## src/rtl/fetch_unit.sv

```systemverilog
// Instruction-fetch stage: owns the PC, loads the IF/ID register, inserts bubbles.
// Optional statistics counters are enabled with the FETCH_STATS_EN macro.
module fetch_unit #(
    parameter logic [15:0] RESET_PC  = 16'h0000,
    parameter int          BOOT_WAIT = 4,
    parameter logic [15:0] NOP       = 16'h0800
) (
    input  logic        CLK,
    input  logic        RST,
    input  logic [15:0] instruction,
    input  logic        RamSlot,
    input  logic        stall_id,
    input  logic        branch_taken,
    input  logic [15:0] branch_target,
    output logic [15:0] pc,
    output logic [15:0] if_id_inst,
    output logic [15:0] if_id_pc1,
    output logic        if_id_valid,
    output logic        fetch_busy
`ifdef FETCH_STATS_EN
    ,
    output logic [15:0] stat_fetched,
    output logic [15:0] stat_bubbles,
    output logic [15:0] stat_stalls
`endif
);

    typedef enum logic {
        S_BOOT = 1'b0,
        S_RUN  = 1'b1
    } state_t;

    localparam logic [7:0] BOOT_CNT   = BOOT_WAIT[7:0];
    localparam state_t     INIT_STATE = (BOOT_WAIT == 0) ? S_RUN : S_BOOT;

    state_t      r_state;
    logic [7:0]  r_cnt;
    logic [15:0] r_pc;
    logic [15:0] r_inst;
    logic [15:0] r_pc1;
    logic        r_valid;

    state_t      w_state_nxt;
    logic [7:0]  w_cnt_nxt;
    logic [15:0] w_pc_nxt;
    logic [15:0] w_inst_nxt;
    logic [15:0] w_pc1_nxt;
    logic        w_valid_nxt;
    logic [15:0] w_pc_inc;
    logic        w_ev_fetch;
    logic        w_ev_bubble;
    logic        w_ev_stall;

    assign w_pc_inc = r_pc + 16'd1;

    always_ff @(posedge CLK or posedge RST) begin
        if (RST) begin
            r_state <= INIT_STATE;
            r_cnt   <= BOOT_CNT;
            r_pc    <= RESET_PC;
            r_inst  <= NOP;
            r_pc1   <= RESET_PC;
            r_valid <= 1'b0;
        end else begin
            r_state <= w_state_nxt;
            r_cnt   <= w_cnt_nxt;
            r_pc    <= w_pc_nxt;
            r_inst  <= w_inst_nxt;
            r_pc1   <= w_pc1_nxt;
            r_valid <= w_valid_nxt;
        end
    end

    always_comb begin
        w_state_nxt = r_state;
        w_cnt_nxt   = r_cnt;
        w_pc_nxt    = r_pc;
        w_inst_nxt  = r_inst;
        w_pc1_nxt   = r_pc1;
        w_valid_nxt = r_valid;
        w_ev_fetch  = 1'b0;
        w_ev_bubble = 1'b0;
        w_ev_stall  = 1'b0;
        case (r_state)
            S_BOOT: begin
                // Leaving on the count-of-one edge makes BOOT last exactly BOOT_WAIT cycles.
                if (r_cnt != 8'd0) begin
                    w_cnt_nxt = r_cnt - 8'd1;
                end
                if (r_cnt <= 8'd1) begin
                    w_state_nxt = S_RUN;
                end
            end
            S_RUN: begin
                if (branch_taken) begin
                    w_pc_nxt    = branch_target;
                    w_inst_nxt  = NOP;
                    w_pc1_nxt   = branch_target;
                    w_valid_nxt = 1'b0;
                    w_ev_bubble = 1'b1;
                end else if (stall_id) begin
                    w_ev_stall = 1'b1;
                end else if (RamSlot) begin
                    // Bus is busy with data: keep the address and refetch it next cycle.
                    w_inst_nxt  = NOP;
                    w_pc1_nxt   = r_pc;
                    w_valid_nxt = 1'b0;
                    w_ev_bubble = 1'b1;
                end else begin
                    w_pc_nxt    = w_pc_inc;
                    w_inst_nxt  = instruction;
                    w_pc1_nxt   = w_pc_inc;
                    w_valid_nxt = 1'b1;
                    w_ev_fetch  = 1'b1;
                end
            end
            default: begin
                w_state_nxt = S_BOOT;
            end
        endcase
    end

    assign pc          = r_pc;
    assign if_id_inst  = r_inst;
    assign if_id_pc1   = r_pc1;
    assign if_id_valid = r_valid;
    assign fetch_busy  = (r_state == S_BOOT);

`ifdef FETCH_STATS_EN
    logic [15:0] r_stat_fetched;
    logic [15:0] r_stat_bubbles;
    logic [15:0] r_stat_stalls;

    // Counters saturate rather than wrap so long runs never report a small value.
    always_ff @(posedge CLK or posedge RST) begin
        if (RST) begin
            r_stat_fetched <= 16'd0;
            r_stat_bubbles <= 16'd0;
            r_stat_stalls  <= 16'd0;
        end else begin
            if (w_ev_fetch && (r_stat_fetched != 16'hFFFF)) begin
                r_stat_fetched <= r_stat_fetched + 16'd1;
            end
            if (w_ev_bubble && (r_stat_bubbles != 16'hFFFF)) begin
                r_stat_bubbles <= r_stat_bubbles + 16'd1;
            end
            if (w_ev_stall && (r_stat_stalls != 16'hFFFF)) begin
                r_stat_stalls <= r_stat_stalls + 16'd1;
            end
        end
    end

    assign stat_fetched = r_stat_fetched;
    assign stat_bubbles = r_stat_bubbles;
    assign stat_stalls  = r_stat_stalls;
`else
    logic w_unused_ev;
    assign w_unused_ev = w_ev_fetch ^ w_ev_bubble ^ w_ev_stall;
`endif

endmodule

```

## config.mk

```make
export PLATFORM = sky130hd
export DESIGN_NAME = fetch_unit
export DESIGN_NICKNAME = d
export VERILOG_FILES = /design/src/rtl/fetch_unit.sv
export SDC_FILE = /design/constraint.sdc
export NUM_CORES = 1
export LEC_CHECK = 0
export ABC_AREA = 1
export ABC_CLOCK_PERIOD_IN_PS = 1620
export CAP_MARGIN = 25
export CELL_PAD_IN_SITES_DETAIL_PLACEMENT = 1
export CELL_PAD_IN_SITES_GLOBAL_PLACEMENT = 1
export CORE_MARGIN = 1.5
export CORE_UTILIZATION = 32
export DETAILED_ROUTE_END_ITERATION = 10
export PLACE_DENSITY = 0.9
export SLEW_MARGIN = 25
export SYNTH_ARGS = -nofsm -noshare
export SYNTH_HDL_FRONTEND = slang
export SYNTH_SLANG_ARGS = --single-unit
```

## constraint.sdc

```tcl
create_clock -name CLK -period 1.62 [get_ports CLK]
set_input_delay 0.486 -clock CLK [delete_from_list [all_inputs] [get_ports CLK]]
set_output_delay 0.486 -clock CLK [all_outputs]
set_load 0.05 [all_outputs]
```

Yosys cells after proc, flatten, opt, wreduce, memory -nomap -nowiden
Cells that the tools add are included.
{"block": "word_totals", "word_cells": 26, "regBits": 42, "in_bits": 37, "output_inout_bits": 50}
{"block": "op_classes", "bitwise_logic": 1, "n_reduce_logical": 4, "addsub": 2, "mux": 11, "order_cmp": 1, "n_eq_ne": 2}
{"operator": "2-to-1 mux 16 bit", "n": 6}
{"operator": "adder 16 x 1 -> 16 bit (second input constant)", "n": 1}
{"operator": "less-or-equal comparator 8 x 1 -> 1 bit (second input constant)", "n": 1}
{"operator": "nonzero test 8 bit", "n": 1}
{"operator": "subtractor 8 x 1 -> 8 bit (second input constant)", "n": 1}
{"operator": "2-to-1 mux 1 bit", "n": 5}
{"operator": "AND reduction 2 bit", "n": 2}
{"operator": "inequality test 3 x 1 -> 1 bit (second input constant)", "n": 1}
{"operator": "AND reduction 3 bit", "n": 1}
{"operator": "inequality test 2 x 1 -> 1 bit (second input constant)", "n": 1}
{"operator": "inverter 1 bit", "n": 1}

Logic depth before layout (Yosys ltp)
{"block": "depth", "depth_word": 4, "mapped_depth": 9, "mapped_depth_nobuf": 9}

Worst setup path before layout
No wires, ideal clock.
{"block": "synth_timing", "path_kind": "reg2reg", "startpoint": "reg, netlist name if_id_pc1[1]", "endpoint": "reg r_pc1[8], in the netlist if_id_pc1[8]", "setup_ps": 118, "required_ps": 1502, "synth_period_minus_slack_ps": 1647, "path_stages_with_launch": 9, "path_buffers": 0, "setup_slack_ps": -27, "arrival_ps": 1529, "cell_sequence": "dfrtp_1 -> ha_1 -> nand3_1 -> inv_1 -> nand2_1 -> xor2_1 -> nand2_1 -> nand2_1 -> nand2_1"}
{"item": "end signal: assignment", "line": "69", "source": "r_pc1 <= w_pc1_nxt;"}
{"item": "end: declaration", "line": "40", "source": "logic [15:0] r_pc1;"}

==> results.sh <==
export IMPL_syn_inst=302
export IMPL_groute_usage_overall_pct=25.52
export IMPL_setup_viol=0
export IMPL_min_period_ns=1.609
export IMPL_fin_crit_sh_pct=99.30
export IMPL_met3_length_um=404
export IMPL_crit_path_start="if_id_pc1[2]"
export IMPL_crit_path_start_kind="register"
export IMPL_grt_pass1_vias=2880
export IMPL_reg2reg_setup_slack_ns=0.09
export IMPL_initial_utilization_pct=33.06
export IMPL_muxShareOfSynthArea_pct=0
export IMPL_crit_buf_inv=2
export IMPL_avgSynthCellArea_um2=7.897
export IMPL_relSlewSlack_pct=76.18
export IMPL_final_common_cell="nand2_1"
export IMPL_clk_latency_ns=0.30
export IMPL_critPathMaxFanout=6
export IMPL_crit_chain="buf_4, buf_12"
export IMPL_tritoncts="built"
export IMPL_clockBufferDepth=2
export IMPL_reg2reg_depth=6
export IMPL_pre_cts_ws_ns=-0.2643
export IMPL_timing_final_ws_setup_ns=0.01135
export IMPL_grt_ovfl_total=0
export IMPL_vdd_drop_max_uv=367.9
export IMPL_maxCapViolCount=0
export IMPL_routedLengthMet1_mm=3.417
export IMPL_syn2layout_area_growth_pct=73.35
export IMPL_gp_congestion=0.8550
export IMPL_dp_hpwl_mm=6.643
export IMPL_cp_top_family="flip-flops"
export IMPL_grt_max_degree=29
export IMPL_fmax_mhz=621.6
export IMPL_skew_ns=0.004127
export IMPL_worstHoldPathType="in2async"
export IMPL_synth_top_family_by_area="simple AND/OR/NAND/NOR gates"
export IMPL_antenna_found_initial=1
export IMPL_ys_types=31
export IMPL_worst_slew_pin_slew_ns=0.3574
export IMPL_ys_warnings_count=0
export IMPL_critPathRequiredTime_ns=1.13
export IMPL_htreeDepth=2
export IMPL_status="completed"
export IMPL_drt_wirelength_per_cell_um=18.79
export IMPL_die_x_um=89.33
export IMPL_via_count=2527
export IMPL_p_per_area_mw_per_mm2=993.0
export IMPL_clk_pin_slew_ns=0.09
export IMPL_instances_no_fill=503
export IMPL_fin_nets=443
export IMPL_io_buffers=86
export IMPL_cts_sinks=42
export IMPL_viasPerCell=5.024
export IMPL_cts_buffers_inserted=5
export IMPL_die_h_um=89.33
export IMPL_post_route_util_pct=57.30
export IMPL_rr_startpoint="r_cnt[0]"
export IMPL_io_pins=87
export IMPL_dpl_instance_area_mm2=0.003946
export IMPL_finalPower_uw=4105
export IMPL_highest_layer="met4"
export IMPL_netlist_area_mm2=0.002385
export IMPL_clock_root_buffer="clkbuf_8"
export IMPL_leakage_uw=0.001985
export IMPL_synth_xor_area_share_pct=2.571
export IMPL_slew_viol_final=0
export IMPL_hold_buffers=0
export IMPL_rows=31
export IMPL_critPathCaptureType="output port"
export IMPL_ys_ff_latch=42
export IMPL_max_stage_delay_ns=0.48
export IMPL_synthAdderAreaFrac_pct=2.099
export IMPL_wirelength_mm=9.451
export IMPL_reg2reg_to="r_cnt[0]"
export IMPL_core_mm2=0.007214
export IMPL_ant_nets=0
export IMPL_met2_length_mm=5.290
export IMPL_dieArea_mm2=0.007979
export IMPL_cp_data_arrival_time_ns=1.12
export IMPL_endpoint="pc[2]"
export IMPL_final_cell_mix="nand2_1 (74), buf_12 (53), dfrtp_1 (36)"
export IMPL_final_hold_violation_count=0
export IMPL_firstDrtPassIters=4
export IMPL_dp_cells=491
export IMPL_drive_gt1_share_pct=28.29
export IMPL_path_depth=2
export IMPL_fillCellCount=806
export IMPL_synth_compound_area_share_pct=13.38
export IMPL_initialDrtViolationCount=117
export IMPL_rsz0062_at_grt="yes"
export IMPL_synth_nets=343
export IMPL_synthSimpleGateAreaFrac_pct=25.29
export IMPL_fin_area_mm2=0.004134
export IMPL_critPathSlowestCell="dfrtp_1"
export IMPL_drc=0
export IMPL_grt_pass1_wl_mm=15.04
export IMPL_ys_seq_area_share_pct=44.18
export IMPL_worst_setup_path_type="reg2out"
==> what timing repair did <==
action                                 in CTS  in global routing
setup buffers                               0                  3
endpoints found under the hold margin       0                  0
resized for setup                           7                 16
gates cloned                                0                  0
pin swaps                                   0                  1
setup endpoints to repair                   7                 24
==> synth_stat cells <==
cell	instances	area, um^2
nand2_2	1	6.260
o21ai_0	16	80.08
o22a_1	1	8.760
nor2_1	37	138.9
or2_2	1	6.260
ha_1	4	50.05
inv_1	33	123.9
dfrtp_1	40	1001
a31oi_1	1	6.260
nand2_1	76	285.3
a21oi_2	1	8.760
clkbuf_1	3	11.26
nand3_1	20	100.1
buf_4	17	127.6
xor2_1	6	52.55
nand4_1	5	31.28
buf_2	1	5.000
o22ai_1	4	25.02
nor3_4	1	16.27
dfstp_2	2	52.55
xnor2_1	1	8.760
a22o_1	15	131.4
inv_2	2	7.510
a21oi_1	5	25.02
o21ai_2	1	8.760
o21ai_1	2	10.01
nand2_4	1	11.26
a22oi_1	1	7.510
nand3b_1	1	7.510
o211ai_1	1	7.510
buf_6	2	22.52
==> sequential cells by signal, indices dropped and copies added, names as in the netlist <==
name         count
r_cnt            8
if_id_pc1       16
if_id_inst      16
r_state          1
if_id_valid      1
==> per-stage QoR <==
stage            TNS, ns  hold WS (ns)
5_1_grt         -0.01354        0.4146
3_3_place_gp      -4.616        0.4601
3_5_place_dp      -6.693        0.4778
6_report               0        0.4177
4_1_cts        -0.003029        0.4102
2_1_floorplan          0        0.4492
==> cell type report <==
class / instances / area [um^2] / area share, %
inverters: 35 / 133.9 / 3.238
multi-input cells: 202 / 1076 / 26.03
clock inverters: 2 / 37.54 / 0.9080
repair buffers: 116 / 1629 / 39.41
well taps: 99 / 123.9 / 2.996
diodes: 1 / 2.502 / 0.06053
clock buffers: 6 / 72.57 / 1.755
flip-flops and latches: 42 / 1059 / 25.61
==> worst min-delay path by stage <==
stage	startpoint	slack (ns)	to
floorplan	r_cnt[2]	0.45	r_cnt[2]
global placement	r_cnt[2]	0.46	r_cnt[2]
detailed placement	r_cnt[2]	0.48	r_cnt[2]
CTS	RST	0.41	r_cnt[3]
global route	RST	0.41	r_cnt[3]
finish	RST	0.42	r_cnt[3]
==> metal layers <==
metal	vias to the layer above	track usage (%)
met5	-	0
met4	0	9.231
met3	26	5.171
met2	84	50.58
met1	1258	26.06
li1	1159	-
==> cells by family after synthesis <==
kind of cell | after synthesis
AND/OR/NAND/NOR | 143
buffers and inverters | 58
AO/OA/AOI/OAI | 48
flip-flops | 42
XOR/XNOR | 7
adder cells (fa/ha/maj) | 4
==> power by group <==
group          internal [uW]  switching, uW
combinational            902           1050
clock                    460            395
sequential              1140            152
(Power assumes the default switching activity.)
